## config.mk

```make
export PLATFORM = sky130hd
export DESIGN_NAME = or_prefix_pipe_flat
export DESIGN_NICKNAME = d
export VERILOG_FILES = /design/src/rtl/or_prefix_pipe_if.sv /design/src/rtl/or_prefix_pipe.sv /design/src/flat_wrapper.sv
export SDC_FILE = /design/constraint.sdc
export NUM_CORES = 1
export LEC_CHECK = 0
export CELL_PAD_IN_SITES_DETAIL_PLACEMENT = 1
export CELL_PAD_IN_SITES_GLOBAL_PLACEMENT = 1
export CORE_MARGIN = 2
export CORE_UTILIZATION = 50
export CTS_BUF_LIST = sky130_fd_sc_hd__clkbuf_8
export DETAILED_ROUTE_END_ITERATION = 12
export DONT_BUFFER_PORTS = 1
export PLACE_DENSITY_LB_ADDON = 0.1
export SETUP_SLACK_MARGIN = 0.02
export SKIP_CTS_REPAIR_TIMING = 1
export SLEW_MARGIN = 10
export SYNTH_ARGS = -nofsm -noshare
export SYNTH_HDL_FRONTEND = slang
export SYNTH_HIERARCHICAL = 1
export SYNTH_SLANG_ARGS = --single-unit
```

## constraint.sdc

```tcl
create_clock -name clk -period 1.42 [get_ports clk]
set_input_delay 0.284 -clock clk [delete_from_list [all_inputs] [get_ports clk]]
set_output_delay 0.284 -clock clk [all_outputs]
set_load 0.005 [all_outputs]
```

## src/rtl/or_prefix_pipe_if.sv

```systemverilog
// Request/result bundle for or_prefix_pipe. The master drives vectors and
// control; the slave (the pipe) returns the prefix result and sticky flag.
interface or_prefix_pipe_if #(
  parameter int N = 8
);
  logic         in_valid;
  logic [N-1:0] in_data;
  logic         stall;
  logic         clr;
  logic         out_valid;
  logic [N-1:0] out_prefix;
  logic         out_any;
  logic         acc_any;

  modport master (
    output in_valid, in_data, stall, clr,
    input  out_valid, out_prefix, out_any, acc_any
  );

  modport slave (
    input  in_valid, in_data, stall, clr,
    output out_valid, out_prefix, out_any, acc_any
  );
endinterface

```

## src/rtl/or_prefix_pipe.sv

```systemverilog
// Pipelined prefix-OR: stage s resolves bit group s-1 of an N-bit vector,
// unresolved groups ride along raw, plus a sticky "any result set" flag.

// One pipeline stage: chains group IDX onto the carry from the group below.
module or_prefix_stage #(
  parameter int N   = 8,
  parameter int G   = 2,
  parameter int IDX = 0
) (
  input  logic         clk,
  input  logic         rst,
  input  logic         stall,
  input  logic [N-1:0] d,
  output logic [N-1:0] q
);
  localparam int LO = IDX * G;
  localparam int HI = (LO + G - 1 < N - 1) ? LO + G - 1 : N - 1;

  logic         cin;
  logic         carry;
  logic [N-1:0] nxt;

  // The bit just below this group is already a resolved prefix bit.
  if (IDX == 0) begin : g_cin0
    assign cin = 1'b0;
  end else begin : g_cin
    assign cin = d[LO-1];
  end

  always_comb begin
    nxt   = d;
    carry = cin;
    for (int k = LO; k <= HI; k++) begin
      carry  = carry | d[k];
      nxt[k] = carry;
    end
  end

  always_ff @(posedge clk) begin
    if (rst)         q <= '0;
    else if (!stall) q <= nxt;
  end
endmodule

module or_prefix_pipe #(
  parameter int N = 8,
  parameter int G = 2
) (
  input  logic           clk,
  input  logic           rst,
  or_prefix_pipe_if.slave bus
);
  localparam int S = (N + G - 1) / G;

  logic [N-1:0] stg [0:S];
  logic [S:1]   vld_q;
  logic [S:0]   vld_pipe;
  logic         load;
  logic         new_any;
  logic         acc_q;

  assign stg[0]   = bus.in_data;
  assign vld_pipe = {vld_q, bus.in_valid};

  for (genvar s = 0; s < S; s++) begin : g_stage
    or_prefix_stage #(.N(N), .G(G), .IDX(s)) u_stage (
      .clk   (clk),
      .rst   (rst),
      .stall (bus.stall),
      .d     (stg[s]),
      .q     (stg[s+1])
    );
  end

  always_ff @(posedge clk) begin
    if (rst)             vld_q <= '0;
    else if (!bus.stall) vld_q <= vld_pipe[S-1:0];
  end

  // Entering the last stage, the low bits are prefixes and the rest raw,
  // so the OR of the whole word is the final out_any about to load.
  assign load    = !bus.stall && vld_pipe[S-1];
  assign new_any = |stg[S-1];

  always_ff @(posedge clk) begin
    if (rst) acc_q <= 1'b0;
    else     acc_q <= (bus.clr ? 1'b0 : acc_q) | (load & new_any);
  end

  assign bus.out_valid  = vld_pipe[S];
  assign bus.out_prefix = stg[S];
  assign bus.out_any    = stg[S][N-1];
  assign bus.acc_any    = acc_q;
endmodule

```

## src/flat_wrapper.sv

```systemverilog
// flat-port wrapper written by rule: the top's interface ports become plain ports
module or_prefix_pipe_flat 
#(
  parameter int N = 8,
  parameter int G = 2
)
  (clk, rst, bus_in_valid, bus_in_data, bus_stall, bus_clr, bus_out_valid, bus_out_prefix, bus_out_any, bus_acc_any);
  or_prefix_pipe_if #(.N(N)) bus_i ();
  input  logic clk;
  input  logic rst;
  input wire logic [$bits(bus_i.in_valid)-1:0] bus_in_valid;
  input wire logic [$bits(bus_i.in_data)-1:0] bus_in_data;
  input wire logic [$bits(bus_i.stall)-1:0] bus_stall;
  input wire logic [$bits(bus_i.clr)-1:0] bus_clr;
  output wire logic [$bits(bus_i.out_valid)-1:0] bus_out_valid;
  output wire logic [$bits(bus_i.out_prefix)-1:0] bus_out_prefix;
  output wire logic [$bits(bus_i.out_any)-1:0] bus_out_any;
  output wire logic [$bits(bus_i.acc_any)-1:0] bus_acc_any;
  assign bus_i.in_valid = bus_in_valid;
  assign bus_i.in_data = bus_in_data;
  assign bus_i.stall = bus_stall;
  assign bus_i.clr = bus_clr;
  assign bus_out_valid = bus_i.out_valid;
  assign bus_out_prefix = bus_i.out_prefix;
  assign bus_out_any = bus_i.out_any;
  assign bus_acc_any = bus_i.acc_any;
  or_prefix_pipe #(.N(N), .G(G)) u_core (.clk(clk), .rst(rst), .bus(bus_i));
endmodule
```

# [After elaboration in Yosys (flattened, before gate mapping)]
# Cells that the tools add are included.
[word_totals] mem_bits_rw=0 inputBits=13 n_memories=0 elab_cells=19 output_inout_bits=11 latchBits=0 ff_bits=37 mem_bits_ro=0
[classes] shifts=0 muxes=1 reduce_logical=3 order_cmp=0 multipliers=0 addsub=0 n_div=0 n_eq_ne=0 bitwise=9
[op_table] cell="1-bit bitwise OR" count=8
[op_table] cell="8-bit OR reduction" count=1
[op_table] cell="1-bit bitwise AND" count=1
[op_table] cell="1-bit logical AND" count=1
[op_table] cell="1-bit zero test" count=1
[op_table] cell="1-bit two-way mux" count=1

# [Depth between registers and ports, before layout]
# Gate-level depths: netlist of run 1.
[logic_depth] word_depth=4 mapped_depth=4 ltp_nobuf=3

# [By module]
# The synthesis of run 1 kept the hierarchy.
[modules_own_cells] module="or_prefix_stage at u_core.g_stage[1].u_stage ..." area_per_inst_um2=311.5 seq_area_each_um2=160.2 instances=3 cells_each=28
[modules_own_cells] module="or_prefix_stage at u_core.g_stage[0].u_stage" area_per_inst_um2=297.8 seq_area_each_um2=160.2 instances=1 cells_each=27
[modules_own_cells] module="or_prefix_pipe" area_per_inst_um2=202.7 seq_area_each_um2=100.1 instances=1 cells_each=21

# [Worst setup path before layout of run 1]
# No wires, ideal clock.
[synth_path] path_type="register to register" startpoint="reg u_core.g_stage[2].u_stage.q[5]" endpoint="reg u_core.acc_q, in the netlist u_core/bus.acc_any" path_stages_with_launch=4 setup_ns=0.118 n_path_buf=0 t_required_ns=1.302 synth_period_minus_slack_ns=1.164 t_arrival_ns=1.046 slack_ns=0.256 path_cell_list="dfxtp_1 or4_1 o21ai_1 a21oi_1"
[synth_between] elab_chain_len=3
[synth_lines] item="start: declaration" line="or_prefix_pipe.sv:14" rtl="output logic [N-1:0] q"
[synth_lines] item="start signal: assignment" line="or_prefix_pipe.sv:41" rtl="else if (!stall) q <= nxt;"
[synth_lines] item="8-bit OR reduction" line="or_prefix_pipe.sv:83" rtl="assign new_any = |stg[S-1];"
[synth_lines] item="1-bit bitwise AND" line="or_prefix_pipe.sv:87" rtl="else acc_q <= (bus.clr ? 1'b0 : acc_q) | (load & new_any);"
[synth_lines] item="1-bit bitwise OR" line="or_prefix_pipe.sv:87"
[synth_lines] item="end signal: assignment" line="or_prefix_pipe.sv:87"
[synth_lines] item="end: declaration" line="or_prefix_pipe.sv:60" rtl="logic acc_q;"
# No other way between the ends.
# A chain may end at the register's enable or synchronous reset.

# [Worst setup path after layout of run 1]
# Ends and elaborated chain as after synthesis.

==> run summary, run 1 <==
commonest non-fill, non-tap cell in the layout = dfxtp_1
gpl congestion = 0.714
worst relative slew slack = 84.2%
internal power = 1670 uW
power density over the cells = 1390 mW/mm^2
Fin. Hold Viols = 0
Adder-Cell Fraction of Synth Area = 0%
# DRC = 0
setup_tns = 0 ns
switching portion of total power = 20.5%
# setup viols final = 0
crit-path max FO = 5
Iter 0 DRT Violations = 30
Critical Path Max Stage Delay = 0.55 ns
I/O pin count = 24
CTS tree = yes
worst hold endpoint = u_core/vld_q[4]$_SDFFE_PP0N_
count of cell types in the netlist = 17
Congestion Overflow GR = 0
Slew @ Worst Pin = 0.237 ns
Die Width = 57.6 um
Worst Skew = 0.00698 ns
Num CTS Buffers = 5
CTS Buffer Depth = 2
Hold Slack = 0.0599 ns
syn nets = 145
crit-path cells = or4_1, o21ai_1, a21oi_1
commonest non-fill, non-tap cells in the layout = dfxtp_1 (37), nor2_1 (29), mux2i_1 (28)
FMAX = 773 MHz
Clock power frac = 41.2%
worst hold path depth = 1
R2R Setup Slk = 0.13 ns
layout cells sized above 1 = 14.7%
status = finished, final reports clean
Rows = 19
compound-cell area share of the yosys netlist = 1.05%
Buf/Inv on CP = 0
routed vias/inst = 5.56
Final Cycle Share = 91.0%
Starting Density = 52.5%
Avg Cell Area, Syn = 10.9 sq um
XOR/XNOR share of the synthesized area = 0%
initial antenna violation count = 0
synth warn = 6
area delta synth->final = 4.97%
clock latency on the worst-skew pair = 0.29 ns
RR Endpoint = u_core/bus.acc_any$_SDFF_PP0_
largest net degree at the start of global routing = 45
multiplexer area fraction after synthesis = 19.5%
gr usage total = 17.3%
NetSw = 430 uW
vias = 889
hold wc startpoint = rst
share of total power in combinational logic = 5.2%
worst min-delay path class = in -> reg
Synth Instances = 132
Worst EP arrival = 1.47 ns
first-pass GRT wire length = 4290 um
IO buf count = 0
RSZ-0062 raised after global routing = no
Routed Antenna Nets = 0
CTS H-tree lvls = 2
Max Cap Viol = 0
register bit total from synthesis = 37
CP delay by family, top = simple AND/OR/NAND/NOR gates
die area = 0.00331 sq mm
crit end category = register
DR WL/cell = 15.6 um
clock-pin slew on the worst setup and hold paths = 0.07 ns
Final Max Tran Viols = 0
worst r2r src = u_core/g_stage[2].u_stage/q[5]$_SDFFE_PP0N_
1st-pass router iterations = 4
CTS sink cnt = 37
clk root buf = clkbuf_8
P_leak = 0.000636 uW
Final min period = 1.29 ns
vias in the first global route = 911
Peak VDD IR = 0.891 mV
Reg2Reg Depth = 3
Sequential Power Share = 53.7%
Die H = 57.6 um
CORE AREA = 0.00273 sq mm
area of the mapped netlist = 0.00144 sq mm
Synth Area in Simple Gates = 22.8%
register area share after synthesis = 51.6%
number of diodes = 0
critical path startpoint category = register
Layout Nets = 142
CP required = 1.60 ns
final core occ = 55.1%
Worst path slowest cell = or4_1
Final Power = 2100 uW
combinational family with the most area after synthesis = simple AND/OR/NAND/NOR gates
worst setup path class = reg -> reg
Post-Route WL = 2500 um
## routing by layer
metal / GRT usage, % / routed length, um / vias up
met3: 6.58 / 123 / 2
met1: 21.5 / 1170 / 429
li1: - / - / 438
met2: 26.5 / 1180 / 20
met5: 0 / 0 / -
met4: 7.97 / 29 / 0
## cells in the mapped netlist
| cell type | n | area share (%) |
|---|---|---|
| or4_1 | 1 | 0.52 |
| nor3_1 | 9 | 3.1 |
| buf_6 | 4 | 3.1 |
| a21oi_1 | 2 | 0.70 |
| or4_4 | 1 | 0.78 |
| clkbuf_1 | 1 | 0.26 |
| nor2b_2 | 6 | 3.7 |
| nor2_1 | 29 | 7.6 |
| buf_4 | 1 | 0.52 |
| nor2b_1 | 2 | 0.87 |
| mux2i_1 | 28 | 20 |
| o21ai_1 | 1 | 0.35 |
| buf_1 | 4 | 1.0 |
| nor4_4 | 3 | 4.4 |
| dfxtp_1 | 37 | 52 |
| nand2b_1 | 1 | 0.44 |
| nor3_2 | 2 | 1.4 |
## sequential cells by signal, indices dropped and copies added, names as in the netlist
name,count
u_core/bus.acc_any,1
u_core/g_stage.u_stage/q,32
u_core/vld_q,4
## power by group through the flow
stage	Clock [uW]	Sequential, uW	Combinational, uW
finish	863	1130	108
global route	932	1130	123
CTS	884	1130	111
global placement	0	1150	103
detailed placement	0	1150	110
floorplan	0	1140	144
## cells by family after synthesis
logic type | after synthesis
flip-flops | 37
buffers and inverters | 10
AO/OA/AOI/OAI | 3
AND/OR/NAND/NOR | 54
multiplexers | 28
## final cells by class
cell class / instances / area, sq um
Fill cell: 297 / 1230
Clock inverter: 2 / 35.0
Tap cell: 31 / 38.8
Multi-Input combinational cell: 85 / 623
Sequential cell: 37 / 741
Clock buffer: 5 / 68.8
## worst reg2reg max path: stages, from the launching register on
cell     delay (ns)
dfxtp_1        0.37
or4_1          0.55
o21ai_1        0.17
a21oi_1        0.09
## how the worst max path moves through the flow
stage	cells after the start	slack [ns]	start	end
3_3_place_gp	3	0.23	u_core/g_stage[2].u_stage/q[5]$_SDFFE_PP0N_	u_core/bus.acc_any$_SDFF_PP0_
2_1_floorplan	3	0.26	u_core/g_stage[2].u_stage/q[5]$_SDFFE_PP0N_	u_core/bus.acc_any$_SDFF_PP0_
5_1_grt	3	0.09	u_core/g_stage[2].u_stage/q[5]$_SDFFE_PP0N_	u_core/bus.acc_any$_SDFF_PP0_
3_5_place_dp	3	0.16	u_core/g_stage[2].u_stage/q[5]$_SDFFE_PP0N_	u_core/bus.acc_any$_SDFF_PP0_
6_report	3	0.13	u_core/g_stage[2].u_stage/q[5]$_SDFFE_PP0N_	u_core/bus.acc_any$_SDFF_PP0_
4_1_cts	3	0.16	u_core/g_stage[2].u_stage/q[5]$_SDFFE_PP0N_	u_core/bus.acc_any$_SDFF_PP0_
## per-stage QoR
step                      cells  worst slack (ns)  area (sq um)
after floorplan             132             0.256          1440
after global placement      153             0.231          1400
after detailed placement    153             0.158          1400
after CTS                   160             0.156          1510
after global routing        160            0.0898          1510
final                       160             0.127          1510
Note: power is estimated with default switching activity, not from simulation.
==> run 2, diff against run 1 <==
--- a/config.mk
+++ b/config.mk
@@ -5,14 +5,17 @@
 export SDC_FILE = /design/constraint.sdc
 export NUM_CORES = 1
 export LEC_CHECK = 0
+export ABC_AREA = 1
 export CELL_PAD_IN_SITES_DETAIL_PLACEMENT = 1
 export CELL_PAD_IN_SITES_GLOBAL_PLACEMENT = 1
 export CORE_MARGIN = 2
-export CORE_UTILIZATION = 50
+export CORE_UTILIZATION = 47
 export CTS_BUF_LIST = sky130_fd_sc_hd__clkbuf_8
+export CTS_CLUSTER_DIAMETER = 120
 export DETAILED_ROUTE_END_ITERATION = 12
 export DONT_BUFFER_PORTS = 1
 export PLACE_DENSITY_LB_ADDON = 0.1
+export REMOVE_ABC_BUFFERS = 1
 export SETUP_SLACK_MARGIN = 0.02
 export SKIP_CTS_REPAIR_TIMING = 1
 export SLEW_MARGIN = 10
==> run summary, run 2 <==
clk root buf = clkbuf_8
worst r2r src = u_core/g_stage[2].u_stage/q[5]$_SDFFE_PP0N_
worst hold path depth = 1 (unchanged)
Max Cap Viol = 0 (unchanged)
Layout Nets = 197 (+39%)
Num CTS Buffers = 5 (unchanged)
internal power = 1480 uW (-11%)
critical path startpoint category = register
hold wc startpoint = rst
register bit total from synthesis = 37 (unchanged)
Routed Antenna Nets = 0 (unchanged)
Starting Density = 48.5% (-4.0 points)
Synth top area share = 50.9% (-0.75 points)
Peak VDD IR = 0.542 mV (-39%)
power density over the cells = 1270 mW/mm^2 (-8.8%)
switching portion of total power = 23.2% (+2.7 points)
CORE AREA = 0.00300 sq mm (+9.8%)
synth cell count leaders = nor2_1 (38), dfxtp_1 (37), nand2_1 (36), a21oi_1 (15), inv_1 (14)
area delta synth->final = 4.47%
Die H = 59.7 um (+3.6%)
commonest non-fill, non-tap cell in the layout = nor2_1
pre-CTS setup slack = 0.569 ns (+0.411 ns)
worst min-delay path class = in -> reg
P_leak = 0.000634 uW (-0.30%)
Final Max Tran Viols = 0 (unchanged)
first-pass GRT wire length = 4820 um (+12%)
setup_tns = 0 ns (unchanged)
layout cells sized above 1 = 14.1% (-0.67 points)
vias in the first global route = 1,112 (+22%)
register area share after synthesis = 50.9% (-0.75 points)
count of cell types in the netlist = 25 (+8)
Avg Cell Area, Syn = 7.96 sq um (-27%)
crit-path max FO = 3 (-2)
CTS tree = yes
Post-Route WL = 2580 um (+3.2%)
Worst EP arrival = 0.66 ns (-0.81 ns)
1st-pass router iterations = 4 (unchanged)
RSZ-0062 raised after global routing = no
max FFs per register = 32 (unchanged)
gr usage total = 18.3% (+1.0 points)
Reg2Reg Depth = 4 (+1)
Sequential Power Share = 58.8% (+5.1 points)
vias = 1,079 (+21%)
clock-pin slew on the worst setup and hold paths = 0.07 ns (about the same)
FMAX = 1050 MHz (+36%)
Iter 0 DRT Violations = 32 (+6.7%)
Synth Flop Type = dfxtp_1
critical path depth = 0 (-3)
crit end category = primary output
status = finished, final reports clean
number of diodes = 0 (unchanged)
CP startpoint = u_core/g_stage[3].u_stage/q[7]$_SDFFE_PP0N_
initial antenna violation count = 0 (unchanged)
EDFF count, synth = 0 (unchanged)
largest net degree at the start of global routing = 43 (-4.4%)
Final min period = 0.949 ns (-0.344 ns)
Clock power frac = 34.1% (-7.1 points)
FFs w/ async S/R, synth = 0% (unchanged)
R2R Setup Slk = 0.57 ns (+0.44 ns)
count leader, synth = nor2_1
clock latency on the worst-skew pair = 0.28 ns (about the same)
CTS H-tree lvls = 2 (unchanged)
Congestion Overflow GR = 0 (unchanged)
Synth Instances = 183 (+39%)
# DRC = 0 (unchanged)
area of the mapped netlist = 0.00146 sq mm (+1.5%)
synth warn = 6 (unchanged)
Final Cycle Share = 66.8% (-24 points)
largest cells by area after synthesis = dfxtp_1 (51%), nor2_1 (9.8%), nand2_1 (9.3%)
CTS Buffer Depth = 2 (unchanged)
Fin. Hold Viols = 0 (unchanged)
I/O pin count = 24 (unchanged)
HPWL after detailed placement = 1880 um
routed vias/inst = 4.95 (-11%)
setup ws final = 0.471 ns (+0.344 ns)
DR WL/cell = 11.8 um (-24%)
share of total power in combinational logic = 7.2% (+2.0 points)
worst setup path class = reg -> out
CTS sink cnt = 37 (unchanged)
# setup viols final = 0 (unchanged)
Synth area leader = dfxtp_1
IO buf count = 0 (unchanged)
Hold Slack = 0.0560 ns (-0.00387 ns)
commonest non-fill, non-tap cells in the layout = nor2_1 (38), dfxtp_1 (37), nand2_1 (36)
NetSw = 449 uW (+4.4%)
Worst Skew = 0.00343 ns (-0.00356 ns)
worst relative slew slack = 86.3% (+2.1 points)
CP required = 1.14 ns (-0.46 ns)
die area = 0.00356 sq mm (+7.4%)
Rows = 20 (+1)
Die Width = 59.7 um (+3.6%)
gpl congestion = 0.730 (+2.2%)
Slew @ Worst Pin = 0.204 ns (-0.0332 ns)
Biggest register = u_core/g_stage.u_stage/q
run 2: cell types whose count changed after synthesis, moves of 8 or more:
cell / change
nand2_1: +36
nor2_1: +9
a21oi_1: +13
inv_1: +14
o21ai_0: +12
nor3_1: -8
mux2i_1: -28
run 2: final timing paths:
check	end
max reg2reg	u_core/bus.acc_any$_SDFF_PP0_
min reg2reg	u_core/g_stage[1].u_stage/q[7]$_SDFFE_PP0N_
max	bus_out_prefix[7]
min	u_core/bus.acc_any$_SDFF_PP0_
run 2: through the flow:
step	utilization [%]	power (uW)	std cells	area, sq um
after floorplan	-	1270	177	1400
after global placement	48.0	1290	210	1440
after detailed placement	48.0	1300	210	1440
after CTS	50.7	1970	218	1520
after global routing	50.7	2070	218	1520
final	50.7	1930	218	1520
run 2: power groups by stage:
stage | clock network, uW | registers [uW] | logic [uW]
floorplan | 0 | 1150 | 120
global placement | 0 | 1160 | 135
detailed placement | 0 | 1160 | 142
CTS | 687 | 1140 | 143
global route | 761 | 1150 | 165
finish | 658 | 1140 | 139
run 2: layout make-up:
class | count | area, sq um
Clock inverter | 3 | 11.3
Sequential cell | 37 | 741
Inverter | 20 | 92.6
Clock buffer | 5 | 68.8
Fill cell | 390 | 1480
Multi-Input combinational cell | 120 | 567
Tap cell | 33 | 41.3
run 2: routing by layer:
layer / share of wire, % / vias up / track usage (%) / routed length [um]
li1: - / 571 / - / -
met1: 42 / 474 / 19.1 / 1070
met2: 50 / 25 / 31.5 / 1300
met3: 5.2 / 9 / 7.14 / 133
met4: 2.8 / 0 / 9.52 / 73
met5: 0 / - / 0 / 0
run 2: cells by family (layout without fill, tap and decap cells):
kind of cell | after synthesis | after routing | share of synthesized area, %
compound gates | 36 | 36 | 14.6
buf+inv | 26 | 28 | 10.2
flops | 37 | 37 | 50.9
simple gates | 84 | 84 | 24.3
